`src/rtl/fixed_pkg.sv`:
```
// Shared Q2.30 fixed-point definitions for the CORDIC gain/scale datapath.
// Contents:
//   q2_30_t     signed 32-bit Q2.30 value (1.0 = 0x40000000, range [-2, 2))
//   FRAC_BITS   number of fractional bits (30)
//   Q_ONE       +1.0
//   Q_MAX       most positive Q2.30 value (2 - 2^-30)
//   Q_MIN       most negative Q2.30 value (-2.0)
//   ROUND_BIAS  half an LSB of the result, expressed in the Q4.60 product
package fixed_pkg;

    localparam int FRAC_BITS = 30;

    typedef logic signed [31:0] q2_30_t;

    localparam q2_30_t Q_ONE = 32'sh40000000;
    localparam q2_30_t Q_MAX = 32'sh7FFFFFFF;
    localparam q2_30_t Q_MIN = 32'sh80000000;

    localparam logic signed [63:0] ROUND_BIAS = 64'sh20000000;

endpackage

```
`src/rtl/fixed32_round_sat.sv`:
```
// Combinational rounding, overflow detection and optional saturation of a
// Q4.60 product down to Q2.30.
// Build option: define FIXED32_MUL_SAT_EN to clamp overflowing results to
// Q_MAX / Q_MIN; otherwise the result wraps (two's complement).
// Ports:
//   product   in   64  signed Q4.60 product
//   result    out  32  rounded Q2.30 result
//   overflow  out  1   rounded product does not fit in Q2.30
module fixed32_round_sat
    import fixed_pkg::*;
(
    input  logic signed [63:0] product,
    output q2_30_t             result,
    output logic               overflow
);

    logic signed [63:0] rounded;
    logic               unused_frac;

    // Adding half an LSB before truncation rounds ties toward +inf.
    assign rounded = product + ROUND_BIAS;

    // The dropped fraction bits carry no information after rounding.
    assign unused_frac = ^rounded[FRAC_BITS-1:0];

    // The shifted value is 34 bits wide; it fits in 32 bits only when the
    // three top bits are a pure sign extension.
    assign overflow = !((rounded[63:61] == 3'b000) || (rounded[63:61] == 3'b111));

`ifdef FIXED32_MUL_SAT_EN
    always_comb begin
        result = rounded[61:30];
        if (overflow) begin
            result = rounded[63] ? Q_MIN : Q_MAX;
        end
    end
`else
    assign result = rounded[61:30];
`endif

endmodule

```
`src/rtl/fixed32_mul.sv`:
```
// Two-stage pipelined signed Q2.30 x Q2.30 multiplier with rounding and
// overflow flag, used for gain/scale correction around the CORDIC core.
// Build option: FIXED32_MUL_SAT_EN (see fixed32_round_sat) selects saturating
// instead of wrapping results; the overflow flag is the same in both builds.
// Ports:
//   clk        in   1   rising-edge clock
//   rst_n      in   1   asynchronous active-low reset
//   in_valid   in   1   a/b valid this cycle
//   a, b       in   32  signed Q2.30 operands
//   out_valid  out  1   result/overflow valid
//   result     out  32  rounded signed Q2.30 product (held during bubbles)
//   overflow   out  1   product outside Q2.30 range (0 during bubbles)
module fixed32_mul
    import fixed_pkg::*;
#(
    parameter int WIDTH     = 32,
    parameter int FRAC_BITS = 30
) (
    input  logic                    clk,
    input  logic                    rst_n,
    input  logic                    in_valid,
    input  logic signed [WIDTH-1:0] a,
    input  logic signed [WIDTH-1:0] b,
    output logic                    out_valid,
    output logic signed [WIDTH-1:0] result,
    output logic                    overflow
);

    generate
        if (WIDTH != 32 || FRAC_BITS != 30) begin : g_bad_cfg
            $error("fixed32_mul supports only WIDTH=32, FRAC_BITS=30");
        end
    endgenerate

    q2_30_t             a_p1;
    q2_30_t             b_p1;
    logic               vld_p1;
    logic signed [63:0] product_p1;
    q2_30_t             rs_result;
    logic               rs_overflow;

    // Stage 1: operand capture. Operands only load on valid input so idle
    // cycles leave the multiplier inputs quiet.
    always_ff @(posedge clk or negedge rst_n) begin
        if (!rst_n) begin
            vld_p1 <= 1'b0;
            a_p1   <= '0;
            b_p1   <= '0;
        end else begin
            vld_p1 <= in_valid;
            if (in_valid) begin
                a_p1 <= a;
                b_p1 <= b;
            end
        end
    end

    // Both operands are signed, so the 64-bit context sign-extends them.
    assign product_p1 = a_p1 * b_p1;

    fixed32_round_sat u_round_sat (
        .product  (product_p1),
        .result   (rs_result),
        .overflow (rs_overflow)
    );

    // Stage 2: registered result. Bubbles keep the last result but force
    // overflow low so it never appears without out_valid.
    always_ff @(posedge clk or negedge rst_n) begin
        if (!rst_n) begin
            out_valid <= 1'b0;
            result    <= '0;
            overflow  <= 1'b0;
        end else begin
            out_valid <= vld_p1;
            if (vld_p1) begin
                result   <= rs_result;
                overflow <= rs_overflow;
            end else begin
                overflow <= 1'b0;
            end
        end
    end

endmodule

```
`config.mk`:
```
export PLATFORM = sky130hd
export DESIGN_NAME = fixed32_mul
export DESIGN_NICKNAME = d
export VERILOG_FILES = /design/src/rtl/fixed_pkg.sv /design/src/rtl/fixed32_round_sat.sv /design/src/rtl/fixed32_mul.sv
export SDC_FILE = /design/constraint.sdc
export NUM_CORES = 2
export LEC_CHECK = 0
export ABC_CLOCK_PERIOD_IN_PS = 9770
export CAP_MARGIN = 25
export CORE_ASPECT_RATIO = 1.5
export CORE_UTILIZATION = 40
export DETAILED_ROUTE_END_ITERATION = 12
export GPL_ROUTABILITY_DRIVEN = 0
export GPL_TIMING_DRIVEN = 0
export REMOVE_ABC_BUFFERS = 1
export SYNTH_ARGS = -nofsm -noshare
export SYNTH_HDL_FRONTEND = slang
export SYNTH_SLANG_ARGS = --single-unit
```
`constraint.sdc`:
```
create_clock -name clk -period 9.77 [get_ports clk]
set_input_delay 2.931 -clock clk [delete_from_list [all_inputs] [get_ports clk]]
set_output_delay 2.931 -clock clk [all_outputs]
set_load 0.02 [all_outputs]
```
==> impl_metrics.json <==
{
  "drc": 0,
  "grt_usage_pct": 23.6,
  "synth_top_area_cell": "fa_1",
  "syn_to_final_growth_pct": 8.17,
  "end_kind": "flop",
  "ys_ff_latch": 99,
  "dr_total_vias": 26993,
  "max_cap_viol_count": 0,
  "period_share_pct": 96.1,
  "initial_core_util_pct": 40.3,
  "cts_tree": "yes",
  "status": "completed",
  "fin_worst_skew_ns": 0.0275,
  "die_w_um": 257,
  "io_pins": 101,
  "fin_area_mm2": 0.0423,
  "die_h_um": 385,
  "synthArstFlopShare_pct": 100,
  "rows": 140,
  "path_common_cell": "fa_1",
  "via_per_inst": 5.12,
  "drt-initial-drc-count": 1237,
  "grt-ovfl-total": 0,
  "arrival_ns": 9.71,
  "cts_made_buffers": 9,
  "top_layer_used": "met5",
  "synth_edf_count": 0,
  "cts_sinks": 99,
  "period_needed_ns": 9.39,
  "grt_pass1_wl_um": 176000,
  "dpl.hpwl_um": 87300,
  "cp.required_ns": 10.09,
  "clockBufferDepth": 2,
  "grt_pass1_vias": 31124,
  "yosysWarningCount": 0,
  "wl_per_cell_um": 20.8,
  "cts_setup_buffers": 0,
  "synth_area_leaders": "fa_1, inv_1, and2_1, dfrtp_1, ha_1",
  "met1Wirelength_um": 36600,
  "cp_top_family": "adder cells",
  "wl_met2_um": 62800,
  "syn_inst": 4042,
  "syn_avg_cell_area_um2": 9.66,
  "dp_slack_ns": 0.243,
  "whs_path_depth": 1,
  "slew_headroom_pct": 25.9,
  "final-setup-viol-count": 0,
  "ant_nets": 0,
  "layout.nets": 5312,
  "start_kind": "flop",
  "cp.depth": 25,
  "reg2reg_depth": 25,
  "rsz0062_at_grt": "false",
  "drtPass1Iterations": 6,
  "portBuffers": 100,
  "coreArea_mm2": 0.0969,
  "h-tree-depth": 3,
  "wl_met3_um": 3830,
  "drive_above_1_share_pct": 5.01,
  "clkLatencyLatePin_ns": 0.43,
  "grt_max_degree": 55,
  "dpl.cell_count": 5252,
  "synthesis.area_mm2": 0.0391,
  "fin_cells": 5270,
  "yosysSeqAreaShare_pct": 6.34,
  "worstSetupPathType": "flop to flop",
  "clk_pin_slew_ns": 0.10,
  "tightest_slew_ns": 1.11,
  "cp_max_fo": 12,
  "synthDominantCellAreaShare_pct": 55.4,
  "hold_class": "flop to flop",
  "antenna_found_initial": 3,
  "layout_commonest_cell": "fa_1",
  "die_area_mm2": 0.0989,
  "ctsResizeCount": 0,
  "hold_viol": 0,
  "finalWirelength_um": 110000,
  "drv_slew": 0,
  "final_cell_mix": "fa_1, inv_1, nand2_1, and2_1, ha_1",
  "synth.distinct_cells": 59,
  "clock.fmax_mhz": 107,
  "cp_slowest_cell": "fa_2",
  "timing.critical_path.buf_inv": 5,
  "placedInstanceArea_mm2": 0.0419,
  "final_critical_path_setup_slack_ns": 0.382,
  "synth_flop_cell": "dfrtp_1",
  "hold_buffers": 0,
  "root_buffer": "clkbuf_16",
  "crit_path_max_incr_delay_ns": 0.87
}
## flip-flops by register name (all words and copies together) (netlist names)
name       count
a_p1          32
b_p1          32
result        32
out_valid      1
overflow       1
vld_p1         1
## metrics by stage
step	setup TNS (ns)	util (%)	hold slack, ns
5_1_grt	0	43.6	0.533
4_1_cts	0	43.6	0.520
2_1_floorplan	0	-	0.593
3_3_place_gp	-0.342	42.2	0.491
3_5_place_dp	0	43.3	0.483
6_report	0	43.6	0.513
## logic make-up (layout without fill, tap and decap cells)
| logic type | count (synthesis) | in the layout | share of synthesized area, % |
|---|---|---|---|
| adder cells (fa/ha/maj) | 1260 | 1260 | 61.2 |
| buffers and inverters | 1243 | 1191 | 11.9 |
| AND/OR/NAND/NOR | 1147 | 1147 | 14.3 |
| AO/OA/AOI/OAI | 162 | 162 | 2.78 |
| flip-flops | 99 | 99 | 6.34 |
| multiplexers | 86 | 86 | 2.48 |
| XOR/XNOR | 45 | 45 | 1.01 |
| other | 0 | 2 | 0 |
## metal layers
metal,up-vias,track usage (%)
li1,11395,-
met1,14581,24.2
met2,692,46.1
met3,323,2.72
met4,2,12.8
met5,-,0
## synthesized netlist by cell type, types with 2 or more instances
cell          n
o21ai_0      31
xnor2_1      35
a2111oi_0     2
o21bai_1      8
and4_1        4
nand4_1      18
dfrtp_1      99
nor4_1        2
or4_1         2
clkbuf_1    207
o221ai_1      2
o21ai_1       3
a211oi_1      7
nor2b_1       9
a21o_1       20
a21boi_0      2
or3_1         3
mux2_2       86
and3_1        5
fa_1       1082
nand2_1     592
xor2_1       10
o21a_1        3
a311o_1       2
o211ai_1      4
o31a_1        2
a31oi_1       5
inv_1      1034
a21oi_2       4
nand3_1      10
nor2_1       51
and2_1      429
nor3_1        6
nand2b_1      9
a21oi_1      53
ha_1        178
## final timing paths
| path | from | to | slack (ns) |
|---|---|---|---|
| hold / removal | result[31] | result[31] | 0.51 |
| max in group asynchronous | rst_n | a_p1[15] | 6.56 |
| min in group asynchronous | rst_n | b_p1[7] | 2.44 |
| setup / recovery | b_p1[2] | overflow | 0.38 |
| hold reg to reg | result[31] | result[31] | 0.51 |
| setup reg to reg | b_p1[2] | overflow | 0.38 |
## area by class of cell
class                      count  area (µm²)
timing repair buffer         140        2000
inverter                    1035        3880
clock buffer                   9         225
clock inverter                 7        82.6
antenna                        2        5.00
tap                         1278        1600
sequential                    99        2530
multi-input combinational   2700       31900
fill                        9364       54600
Power is left out: the tool's default activity adds up to more than one toggle a clock period on the data nets, which glitch-free logic cannot reach.
